## src/rtl/tile_spawner.sv

```systemverilog
// -----------------------------------------------------------------------------
// tile_spawner
//   Holds a small preview queue of upcoming tiles and, on a spawn request,
//   pops the next tile, looks up its height in an external shape ROM, places
//   it at the top-centre spawn point, asks an external checker for a
//   collision, and either hands the tile to the consumer or enters a sticky
//   game-over state.
//
// Optional feature macro: TILE_SPAWNER_HOLD_EN
//   Defined   -> a one-slot hold buffer; hold_req_i in WAIT swaps the current
//                tile with the held one (or with the queue head if the hold is
//                empty), at most once per placed tile.
//   Undefined -> no hold storage; hold_req_i is ignored, hold outputs are 0.
//
// Ports
//   clk_i, reset_n_i            clock, asynchronous active-low reset
//   in_v_i/in_ready_o           queue push handshake
//   in_type_i/in_angle_i        pushed tile type / rotation
//   count_o                     queue occupancy
//   spawn_req_i                 spawn request pulse (remembered until served)
//   rom_addr_o/rom_max_y_i      shape-ROM address {type,angle} / max y reply
//   chk_v_o                     collision check request (held until done)
//   chk_done_i/chk_hit_i        check completion / collision result
//   tile_type_o/tile_angle_o    current tile
//   pos_x_o/pos_y_o             signed spawn position
//   v_o                         one-cycle "new tile placed" strobe
//   cm_is_ready_i               consumer has finished with the tile
//   done_o                      one-cycle spawn-complete strobe
//   game_over_o                 sticky: spawn was blocked
//   hold_req_i                  hold-swap request
//   hold_type_o/hold_angle_o    held tile (0 when empty)
// -----------------------------------------------------------------------------
module tile_spawner #(
   parameter int WIDTH_P   = 10,
   parameter int HEIGHT_P  = 22,
   parameter int DEPTH_P   = 4,
   parameter int COORD_W_P = 8
) (
   input  logic                          clk_i,
   input  logic                          reset_n_i,
   input  logic                          in_v_i,
   output logic                          in_ready_o,
   input  logic [2:0]                    in_type_i,
   input  logic [1:0]                    in_angle_i,
   output logic [$clog2(DEPTH_P+1)-1:0]  count_o,
   input  logic                          spawn_req_i,
   output logic [4:0]                    rom_addr_o,
   input  logic [1:0]                    rom_max_y_i,
   output logic                          chk_v_o,
   input  logic                          chk_done_i,
   input  logic                          chk_hit_i,
   output logic [2:0]                    tile_type_o,
   output logic [1:0]                    tile_angle_o,
   output logic signed [COORD_W_P-1:0]   pos_x_o,
   output logic signed [COORD_W_P-1:0]   pos_y_o,
   output logic                          v_o,
   input  logic                          cm_is_ready_i,
   output logic                          done_o,
   output logic                          game_over_o,
   input  logic                          hold_req_i,
   output logic [2:0]                    hold_type_o,
   output logic [1:0]                    hold_angle_o
);

   localparam int CNT_W = $clog2(DEPTH_P + 1);
   localparam int PTR_W = $clog2(DEPTH_P);

   localparam logic [2:0] ST_IDLE  = 3'd0;
   localparam logic [2:0] ST_FETCH = 3'd1;
   localparam logic [2:0] ST_CHECK = 3'd2;
   localparam logic [2:0] ST_ISSUE = 3'd3;
   localparam logic [2:0] ST_WAIT  = 3'd4;
   localparam logic [2:0] ST_OVER  = 3'd5;

   localparam logic signed [COORD_W_P-1:0] SPAWN_X = COORD_W_P'(WIDTH_P / 2 - 2);

   // Elaboration-time sanity checks on the parameter set.
   if (DEPTH_P < 2) begin : g_bad_depth
      $error("tile_spawner: DEPTH_P must be at least 2");
   end
   if ((WIDTH_P >= 2 ** (COORD_W_P - 1)) || (HEIGHT_P >= 2 ** (COORD_W_P - 1))) begin : g_bad_coord
      $error("tile_spawner: COORD_W_P too narrow for the playfield");
   end

   typedef struct packed {
      logic [2:0] kind;
      logic [1:0] angle;
   } tile_t;

   logic [2:0]                  state_q, state_d;
   logic                        pending_q, pending_d;
   tile_t                       cur_q, cur_d;
   logic signed [COORD_W_P-1:0] pos_x_q, pos_x_d;
   logic signed [COORD_W_P-1:0] pos_y_q, pos_y_d;
   logic [CNT_W-1:0]            count_q, count_d;
   logic [PTR_W-1:0]            wr_ptr_q, rd_ptr_q;
   tile_t                       mem_q [DEPTH_P];

   logic  push, pop, have_entry;
   tile_t head;

   assign in_ready_o = (count_q < CNT_W'(DEPTH_P));
   assign push       = in_v_i && in_ready_o;
   // An empty queue forwards the tile being pushed this cycle, so a waiting
   // spawn request is served on the same edge the tile arrives.
   assign have_entry = (count_q != '0) || push;
   assign head       = (count_q == '0) ? tile_t'({in_type_i, in_angle_i}) : mem_q[rd_ptr_q];
   assign done_o     = (state_q == ST_WAIT) && cm_is_ready_i;

`ifdef TILE_SPAWNER_HOLD_EN
   tile_t hold_q, hold_d;
   logic  hold_valid_q, hold_valid_d;
   logic  hold_used_q, hold_used_d;
`else
   logic  unused_hold_req;
   assign unused_hold_req = hold_req_i;
`endif

   // NOTE: every next-state signal gets a default before the case statement,
   // so no path leaves a variable unassigned and no latch is inferred.
   always_comb begin
      state_d   = state_q;
      pending_d = pending_q || spawn_req_i;
      cur_d     = cur_q;
      pos_x_d   = pos_x_q;
      pos_y_d   = pos_y_q;
      pop       = 1'b0;
`ifdef TILE_SPAWNER_HOLD_EN
      hold_d       = hold_q;
      hold_valid_d = hold_valid_q;
      hold_used_d  = done_o ? 1'b0 : hold_used_q;
`endif
      case (state_q)
         ST_IDLE: begin
            if ((pending_q || spawn_req_i) && have_entry) begin
               pop       = 1'b1;
               cur_d     = head;
               pending_d = 1'b0;
               state_d   = ST_FETCH;
            end
         end
         ST_FETCH: begin
            pos_x_d = SPAWN_X;
            // ~max_y == -(max_y + 1): the tile starts just above row 0.
            pos_y_d = ~{{(COORD_W_P - 2){1'b0}}, rom_max_y_i};
            state_d = ST_CHECK;
         end
         ST_CHECK: begin
            if (chk_done_i) state_d = chk_hit_i ? ST_OVER : ST_ISSUE;
         end
         ST_ISSUE: state_d = ST_WAIT;
         ST_WAIT: begin
            if (cm_is_ready_i) begin
               state_d = ST_IDLE;
            end
`ifdef TILE_SPAWNER_HOLD_EN
            else if (hold_req_i && !hold_used_q) begin
               if (hold_valid_q) begin
                  hold_d      = cur_q;
                  cur_d       = hold_q;
                  hold_used_d = 1'b1;
                  state_d     = ST_FETCH;
               end else if (have_entry) begin
                  hold_d       = cur_q;
                  hold_valid_d = 1'b1;
                  cur_d        = head;
                  pop          = 1'b1;
                  hold_used_d  = 1'b1;
                  state_d      = ST_FETCH;
               end
            end
`endif
         end
         ST_OVER: state_d = ST_OVER;
         default: state_d = ST_IDLE;
      endcase
   end

   always_comb begin
      count_d = count_q;
      case ({push, pop})
         2'b10:   count_d = count_q + 1'b1;
         2'b01:   count_d = count_q - 1'b1;
         default: count_d = count_q;
      endcase
   end

   // NOTE: sequential state uses non-blocking assignments so every register
   // samples the pre-edge values regardless of statement order.
   always_ff @(posedge clk_i or negedge reset_n_i) begin
      if (!reset_n_i) begin
         state_q   <= ST_IDLE;
         pending_q <= 1'b0;
         cur_q     <= '0;
         pos_x_q   <= '0;
         pos_y_q   <= '0;
         count_q   <= '0;
         wr_ptr_q  <= '0;
         rd_ptr_q  <= '0;
      end else begin
         state_q   <= state_d;
         pending_q <= pending_d;
         cur_q     <= cur_d;
         pos_x_q   <= pos_x_d;
         pos_y_q   <= pos_y_d;
         count_q   <= count_d;
         if (push) wr_ptr_q <= (wr_ptr_q == PTR_W'(DEPTH_P - 1)) ? '0 : wr_ptr_q + 1'b1;
         if (pop)  rd_ptr_q <= (rd_ptr_q == PTR_W'(DEPTH_P - 1)) ? '0 : rd_ptr_q + 1'b1;
      end
   end

   // NOTE: queue storage has no reset; the pointers and count decide which
   // entries are valid, so stale contents are never observed.
   always_ff @(posedge clk_i) begin
      if (push) mem_q[wr_ptr_q] <= tile_t'({in_type_i, in_angle_i});
   end

`ifdef TILE_SPAWNER_HOLD_EN
   always_ff @(posedge clk_i or negedge reset_n_i) begin
      if (!reset_n_i) begin
         hold_q       <= '0;
         hold_valid_q <= 1'b0;
         hold_used_q  <= 1'b0;
      end else begin
         hold_q       <= hold_d;
         hold_valid_q <= hold_valid_d;
         hold_used_q  <= hold_used_d;
      end
   end
   assign hold_type_o  = hold_q.kind;
   assign hold_angle_o = hold_q.angle;
`else
   assign hold_type_o  = 3'd0;
   assign hold_angle_o = 2'd0;
`endif

   assign count_o      = count_q;
   assign rom_addr_o   = cur_q;
   assign chk_v_o      = (state_q == ST_CHECK);
   assign v_o          = (state_q == ST_ISSUE);
   assign game_over_o  = (state_q == ST_OVER);
   assign tile_type_o  = cur_q.kind;
   assign tile_angle_o = cur_q.angle;
   assign pos_x_o      = pos_x_q;
   assign pos_y_o      = pos_y_q;

endmodule

```

## config.mk

```make
export PLATFORM = sky130hd
export DESIGN_NAME = tile_spawner
export DESIGN_NICKNAME = d
export VERILOG_FILES = /design/src/rtl/tile_spawner.sv
export SDC_FILE = /design/constraint.sdc
export NUM_CORES = 1
export LEC_CHECK = 0
export ABC_AREA = 1
export CAP_MARGIN = 20
export CORE_UTILIZATION = 50
export CTS_BUF_LIST = sky130_fd_sc_hd__clkbuf_8
export DETAILED_ROUTE_END_ITERATION = 8
export PLACE_DENSITY = 0.92
export SETUP_SLACK_MARGIN = 0.5
export SYNTH_ARGS = -nofsm -noshare
export SYNTH_HDL_FRONTEND = slang
export SYNTH_SLANG_ARGS = --single-unit
```

## constraint.sdc

```tcl
create_clock -name clk_i -period 2.5 [get_ports clk_i]
set_clock_uncertainty 0.05 [all_clocks]
set_input_delay 0.25 -clock clk_i [delete_from_list [all_inputs] [get_ports clk_i]]
set_output_delay 0.25 -clock clk_i [all_outputs]
set_load 0.02 [all_outputs]
```

* Word level (Yosys, flattened, before mapping)
Memories as Yosys holds them, arrays and structs flattened. Index checks and enable logic that the tools add are counted.
Cells by class: add/subtract/negate cells 4, mux-type cells 15, bitwise gates (word level) 1, order comparisons 1, equality and inequality tests 12, reduce and logical (&&, ||, !) cells 11
Operators by type and width (number):
- one-hot mux 3 bit (6 select lines) | 1
- two-way mux 3 bit | 4
- NOT 2 -> 8 bit | 1
- equality test 2 bit, second input constant | 3
- equality test 3 x 2 -> 1 bit, second input constant | 2
- equality test 3 bit, second input constant | 2
- zero test 3 bit | 2
- two-way mux 1 bit | 6
- one-hot mux 3 bit (2 select lines) | 1
- two-way mux 5 bit | 1
- adder 2 x 1 -> 2 bit, second input constant | 2
- two-way mux 2 bit | 2
- != test 2 bit, second input constant | 2
- adder 3 x 1 -> 3 bit, second input constant | 1
- equality test 3 x 1 -> 1 bit, second input constant | 1
- logical AND 1 bit | 3
- less-than comparator 3 bit, second input constant | 1
- AND reduction 3 bit | 1
- nonzero test 3 bit | 1
- subtractor 3 x 1 -> 3 bit, second input constant | 1
- equality test 2 x 1 -> 1 bit, second input constant | 1
- logical OR 1 bit | 2
- != test 2 x 1 -> 1 bit, second input constant | 1
- AND reduction 2 bit | 1
- nonzero test 2 bit | 1
Word-level totals: word-level logic and storage cells 54, bits in writable memories 20, register bits 25, output and inout port bits 39, memories 1, bits of input ports 15
Memories:
- mem_q | words 4, bits a word 5, rd ports 1, clocked after memory_dff 0, write ports 1, RTL line 97 | tile_t mem_q [DEPTH_P];

* Longest topological paths before layout
depth after elaboration 8, depth in mapped cells 10, mapped depth without buffers 10

* Least setup slack after synthesis
Ideal clock, no wire load.
kind reg2reg, from register count_q[2], in the netlist count_o[2], to register count_q[2], in the netlist count_o[2], clock period less this slack 2144 ps, path slack 356 ps, cell stages (with the launch flop) 11, required time 2318 ps, arrival 1962 ps, cell sequence dfrtp_1 -> inv_1 -> nand3_1 -> nand2_2 -> nor2_8 -> ha_1 -> inv_1 -> fa_1 -> a21oi_1 -> o21ai_0 -> xor2_1
Between the ends: longest elaborated chain between the ends 8, elaborated cells between the ends (all ways) 13, those cells by class add/sub (2); order compare (1); eq/ne (2); mux (3); reduce/logical (5)
Ends and longest elaborated chain:
- start: declaration | RTL line 95 | logic [CNT_W-1:0] count_q, count_d;
- start signal: assignment | RTL line 206 | count_q <= count_d;
- less-than comparator 3 bit * | RTL line 102 | assign in_ready_o = (count_q < CNT_W'(DEPTH_P));
- net in_ready_o | RTL line 42 | output logic in_ready_o,
- logical AND 1 bit * | RTL line 103 | assign push = in_v_i && in_ready_o;
- logical OR 1 bit * | RTL line 106 | assign have_entry = (count_q != '0) || push;
- logical AND 1 bit * | RTL line 135 | if ((pending_q || spawn_req_i) && have_entry) begin
- two-way mux 1 bit * | RTL line 135
- two-way mux 1 bit * | RTL line 133 | case (state_q)
- net pop | RTL line 99 | logic push, pop, have_entry;
- equality test 2 x 1 -> 1 bit or equality test 2 bit (tied branches) | RTL line 181 | case ({push, pop})
- one-hot mux 3 bit (2 select lines) or nonzero test 2 bit (tied branches)
The timed path passes the listed nets; every way through them passes the cells marked *. A chain may end at the register's enable or synchronous reset.

* Final worst setup path
from register state_q[2], to register count_q[2], in the netlist count_o[2]
Between the ends: longest elaborated chain between the ends 4, elaborated cells between the ends (all ways) 6, those cells by class eq/ne (2); mux (2); reduce/logical (2)
Ends and longest elaborated chain:
- start: declaration | RTL line 90 | logic [2:0] state_q, state_d;
- start signal: assignment | RTL line 201 | state_q <= state_d;
- zero test 3 bit * | RTL line 133
- two-way mux 1 bit * | RTL line 133
- net pop | RTL line 99
- equality test 2 x 1 -> 1 bit or equality test 2 bit (tied branches) | RTL line 181
- one-hot mux 3 bit (2 select lines) or nonzero test 2 bit (tied branches)
Marks and branches as above.

==> run summary <==
The run finished with clean final reports. The detailed router placed 1492 vias in this run. The routed design has 3920 um of wire. STA classifies the critical path endpoint as a flop. Dividing the synthesized area by the synthesized cell count gives 9.29 um2. Normalized max-slew margin: 0.430.

The final count of hold timing violations is 0, and the transition time at the pin with the least slew margin is 0.852 ns. Of all nets on the critical path, the largest fanout is 3. Row generation in the floorplan step produced 22 rows.

Power per cell area: 1200 nW/um2. The number of buffers and inverters on the critical path is 1. Total power for the finished layout comes to 2.95 mW. The tools report the clock latency of the later-clocked register in the worst-skew pair as 0.29 ns. Synthesis inferred 39 register bits. The run gives 274 as the net count of the finished layout.

Setup violations remaining at the end of the flow were counted as 0. The time the final worst path needs with I/O delays and setup came out at 2.01 ns. The logs give 0 for the max-slew violation count and 0.49 ns for the reg2reg setup slack.

The tools report the data arrival time of the critical path as 2.14 ns. The tools report the number of global-route vias before repair as 1371. The clock net sink count is 39, and the upper clock frequency limit is 497 MHz. Share of the cycle needed by the critical path after routing: 0.804.

The run gives 2 as the H-tree depth. The first global-routing pass estimated 6230 um of wire. The number of filler instances in the final layout came out at 297. Summed over all cells, the static leakage comes to 1.16 nW. The vias per cell works out to 4.96. STA classifies the critical path startpoint as a flop. Counting the buffers created by CTS gives 5. Maximum number of pins on one net before global-route repair: 20. The weighted congestion reported at the end of routability-driven placement is 0.835, and the delay of the slowest critical-path stage is 0.44 ns. The post-synthesis cell type count was 22; the die outline height was 65.1 um. Critical path required time: 2.62 ns.

CTS placed an instance of sky130_fd_sc_hd__clkbuf_8 at the clock tree root. Type of the most critical hold path: in2async. In this run the critical register-to-register path is captured at count_o[2]. For this run, design rule violations remaining after detail routing come to 0. Sequential-to-total area share from yosys stat: 0.541.

After layout, the worst setup slack is 0.489 ns. The signal on the critical path passes through nor3_4, nand2_2, nor2_8, ha_2, inv_2, fa_2, a21oi_2, o21ai_1, xor2_1. The first routing iteration left 69 violations. The overall die area was 4230 um2; the number of buffers inserted by hold repair at cts was 0. Input and output buffers added on the ports amount to 41.

The type of the setup path with the least slack is reg2reg. TritonCTS built the clock tree. Setup repair after global routing could not meet its margin everywhere.

The initial antenna violation count came out at 0. The first detailed-routing pass took 4 iterations. Before CTS, the worst setup slack after placement is 0.122 ns. The die span in x was 65.1 um.

The aggregate global routing overflow came out at 0. The floorplan step defined a core boundary enclosing 3740 um2. The layout cell share with drive strength beyond 1 came out at 0.123.

The slowest cell on the critical path is sky130_fd_sc_hd__dfrtp_1. The cell type group with the largest total delay on the critical path is adder cells. Measured in cells, the most critical reg-to-reg path has a length of 9. The number of antenna diodes in the final layout is 0.

The tools report the count of max-cap constraint violations as 0. The synthesized netlist occupies a cell area of 1990 um2. The cell count after synthesis was 214.

In this run the critical register-to-register path is launched from state_q[2]. The total routing usage reported by global routing was 0.204; the remaining antenna violation count was 0. The effective utilization at floorplan was 0.531; the area growth from synthesis to final layout was 23.5%. Counting along the longest clock path gives a buffer depth of 2. Summed over all failing endpoints, the final setup total negative slack is 0 ns.

The total of warnings raised by yosys came out at 0. The tools report the placed wire-length estimate as 2780 um. IR analysis of the VDD net gives a maximum drop of 0.842 mV.

Dividing the detail-routed wire length by the instance count gives 13.0 um. The I/O pin count is 54, and the clock transition at the registers of the reported paths is 0.07 ns.
[layout by cell type (no fill, tap or decap), types with 2 or more instances in the layout]
cell type and n:
sky130_fd_sc_hd__nand3_1 21, sky130_fd_sc_hd__inv_1 22, sky130_fd_sc_hd__clkbuf_8 5, sky130_fd_sc_hd__dfrtp_2 4
sky130_fd_sc_hd__ha_1 5, sky130_fd_sc_hd__nand2_1 63, sky130_fd_sc_hd__dlygate4sd2_1 2, sky130_fd_sc_hd__nand2_2 3
sky130_fd_sc_hd__clkdlybuf4s50_1 37, sky130_fd_sc_hd__nor2_1 11, sky130_fd_sc_hd__dlymetal6s2s_1 2, sky130_fd_sc_hd__dfrtp_1 15
sky130_fd_sc_hd__edfxtp_1 20, sky130_fd_sc_hd__inv_2 4, sky130_fd_sc_hd__o21ai_0 8, sky130_fd_sc_hd__conb_1 11
sky130_fd_sc_hd__buf_4 5, sky130_fd_sc_hd__nor2_2 3
[per-layer routing]
| metal | up-vias | part of all wire | global-route usage |
|---|---|---|---|
| li1 | 720 | - | - |
| met1 | 716 | 0.39 | 0.230 |
| met2 | 50 | 0.54 | 0.363 |
| met3 | 6 | 0.050 | 0.0528 |
| met4 | 0 | 0.019 | 0.0870 |
| met5 | - | 0 | 0 |
[worst max-delay path by stage]
stage	cells past startpoint	slack, ns	start	to
2_1_floorplan	10	0.50	count_o[2]	count_o[2]
3_3_place_gp	11	0.21	in_v_i	count_o[2]
3_5_place_dp	11	0.12	in_v_i	count_o[2]
4_1_cts	9	0.44	state_q[0]	count_o[2]
5_1_grt	9	0.40	state_q[2]	count_o[2]
6_report	9	0.49	state_q[2]	count_o[2]
[worst reg2reg max path: stages (launching register included)]
cell,delay (ns)
sky130_fd_sc_hd__dfrtp_1,0.44
sky130_fd_sc_hd__nor3_4,0.22
sky130_fd_sc_hd__nand2_2,0.12
sky130_fd_sc_hd__nor2_8,0.10
sky130_fd_sc_hd__ha_2,0.18
sky130_fd_sc_hd__inv_2,0.05
sky130_fd_sc_hd__fa_2,0.36
sky130_fd_sc_hd__a21oi_2,0.13
sky130_fd_sc_hd__o21ai_1,0.09
sky130_fd_sc_hd__xor2_1,0.15
[timing repair]
action,4_1_cts,5_1_grt
setup endpoints to repair,3,3
pin swaps,3,4
resized for setup,5,7
setup buffers,4,1
[synth_stat cells]
library cell               count  area [um2]
sky130_fd_sc_hd__nor2_8        1        20.0
sky130_fd_sc_hd__xor2_1        1        8.76
sky130_fd_sc_hd__nor4_1        1        6.26
sky130_fd_sc_hd__buf_4        23         173
sky130_fd_sc_hd__xnor2_1       1        8.76
sky130_fd_sc_hd__ha_1          6        75.1
sky130_fd_sc_hd__nor2_1       11        41.3
sky130_fd_sc_hd__buf_2         2        10.0
sky130_fd_sc_hd__nor2_4        1        11.3
sky130_fd_sc_hd__dfrtp_1      19         475
sky130_fd_sc_hd__nand3_1      21         105
sky130_fd_sc_hd__edfxtp_1     20         601
sky130_fd_sc_hd__inv_1        22        82.6
sky130_fd_sc_hd__nor3_2        1        10.0
sky130_fd_sc_hd__nor2_2        3        18.8
sky130_fd_sc_hd__nand2_1      63         236
sky130_fd_sc_hd__conb_1        1        3.75
sky130_fd_sc_hd__o21ai_0       9        45.0
sky130_fd_sc_hd__a21oi_1       2        10.0
sky130_fd_sc_hd__fa_1          1        20.0
sky130_fd_sc_hd__inv_2         2        7.51
sky130_fd_sc_hd__nand2_2       3        18.8
[per-stage QoR]
| step | std cells | hold slack [ns] | area (um2) | util |
|---|---|---|---|---|
| 2_1_floorplan | 224 | -0.0956 | 2030 | - |
| 3_3_place_gp | 288 | 0.423 | 2320 | 0.619 |
| 3_5_place_dp | 288 | 0.434 | 2320 | 0.619 |
| 4_1_cts | 300 | 0.407 | 2430 | 0.650 |
| 5_1_grt | 301 | 0.464 | 2450 | 0.656 |
| 6_report | 301 | 0.392 | 2450 | 0.656 |
[report_power, final]
| part | total [mW] | internal (mW) | leakage (nW) | switching [mW] |
|---|---|---|---|---|
| clock network | 0.394 | 0.187 | 0.0505 | 0.207 |
| registers | 1.06 | 0.880 | 0.407 | 0.183 |
| logic | 1.49 | 0.614 | 0.702 | 0.874 |
[cell type report]
| cell class | instances | area (um2) | share of cell area |
|---|---|---|---|
| repair buffers | 46 | 450 | 0.183 |
| well taps | 48 | 60.1 | 0.0245 |
| multi-input cells | 136 | 692 | 0.282 |
| inverters | 24 | 90.1 | 0.0367 |
| clock inverters | 3 | 12.5 | 0.00510 |
| clock buffers | 5 | 68.8 | 0.0280 |
| flip-flops and latches | 39 | 1080 | 0.440 |
[cell families (layout without fill, tap and decap cells)]
kind of cell | Yosys count | after routing | synth area share
simple gates | 105 | 105 | 0.235
buf+inv | 49 | 78 | 0.137
flops | 39 | 39 | 0.541
compound gates | 11 | 11 | 0.0277
fa+ha+maj | 7 | 7 | 0.0478
xor+xnor | 2 | 2 | 0.00881
other cells | 1 | 11 | 0.00189
[state kept, by name, indices dropped and copies added, names as in the netlist]
| name | flops |
|---|---|
| pending_q | 1 |
| rd_ptr_q | 2 |
| mem_q | 20 |
| count_o | 3 |
| tile_angle_o | 2 |
| pos_y_o | 3 |
| tile_type_o | 3 |
| wr_ptr_q | 2 |
| state_q | 3 |
(Power assumes the default switching activity.)
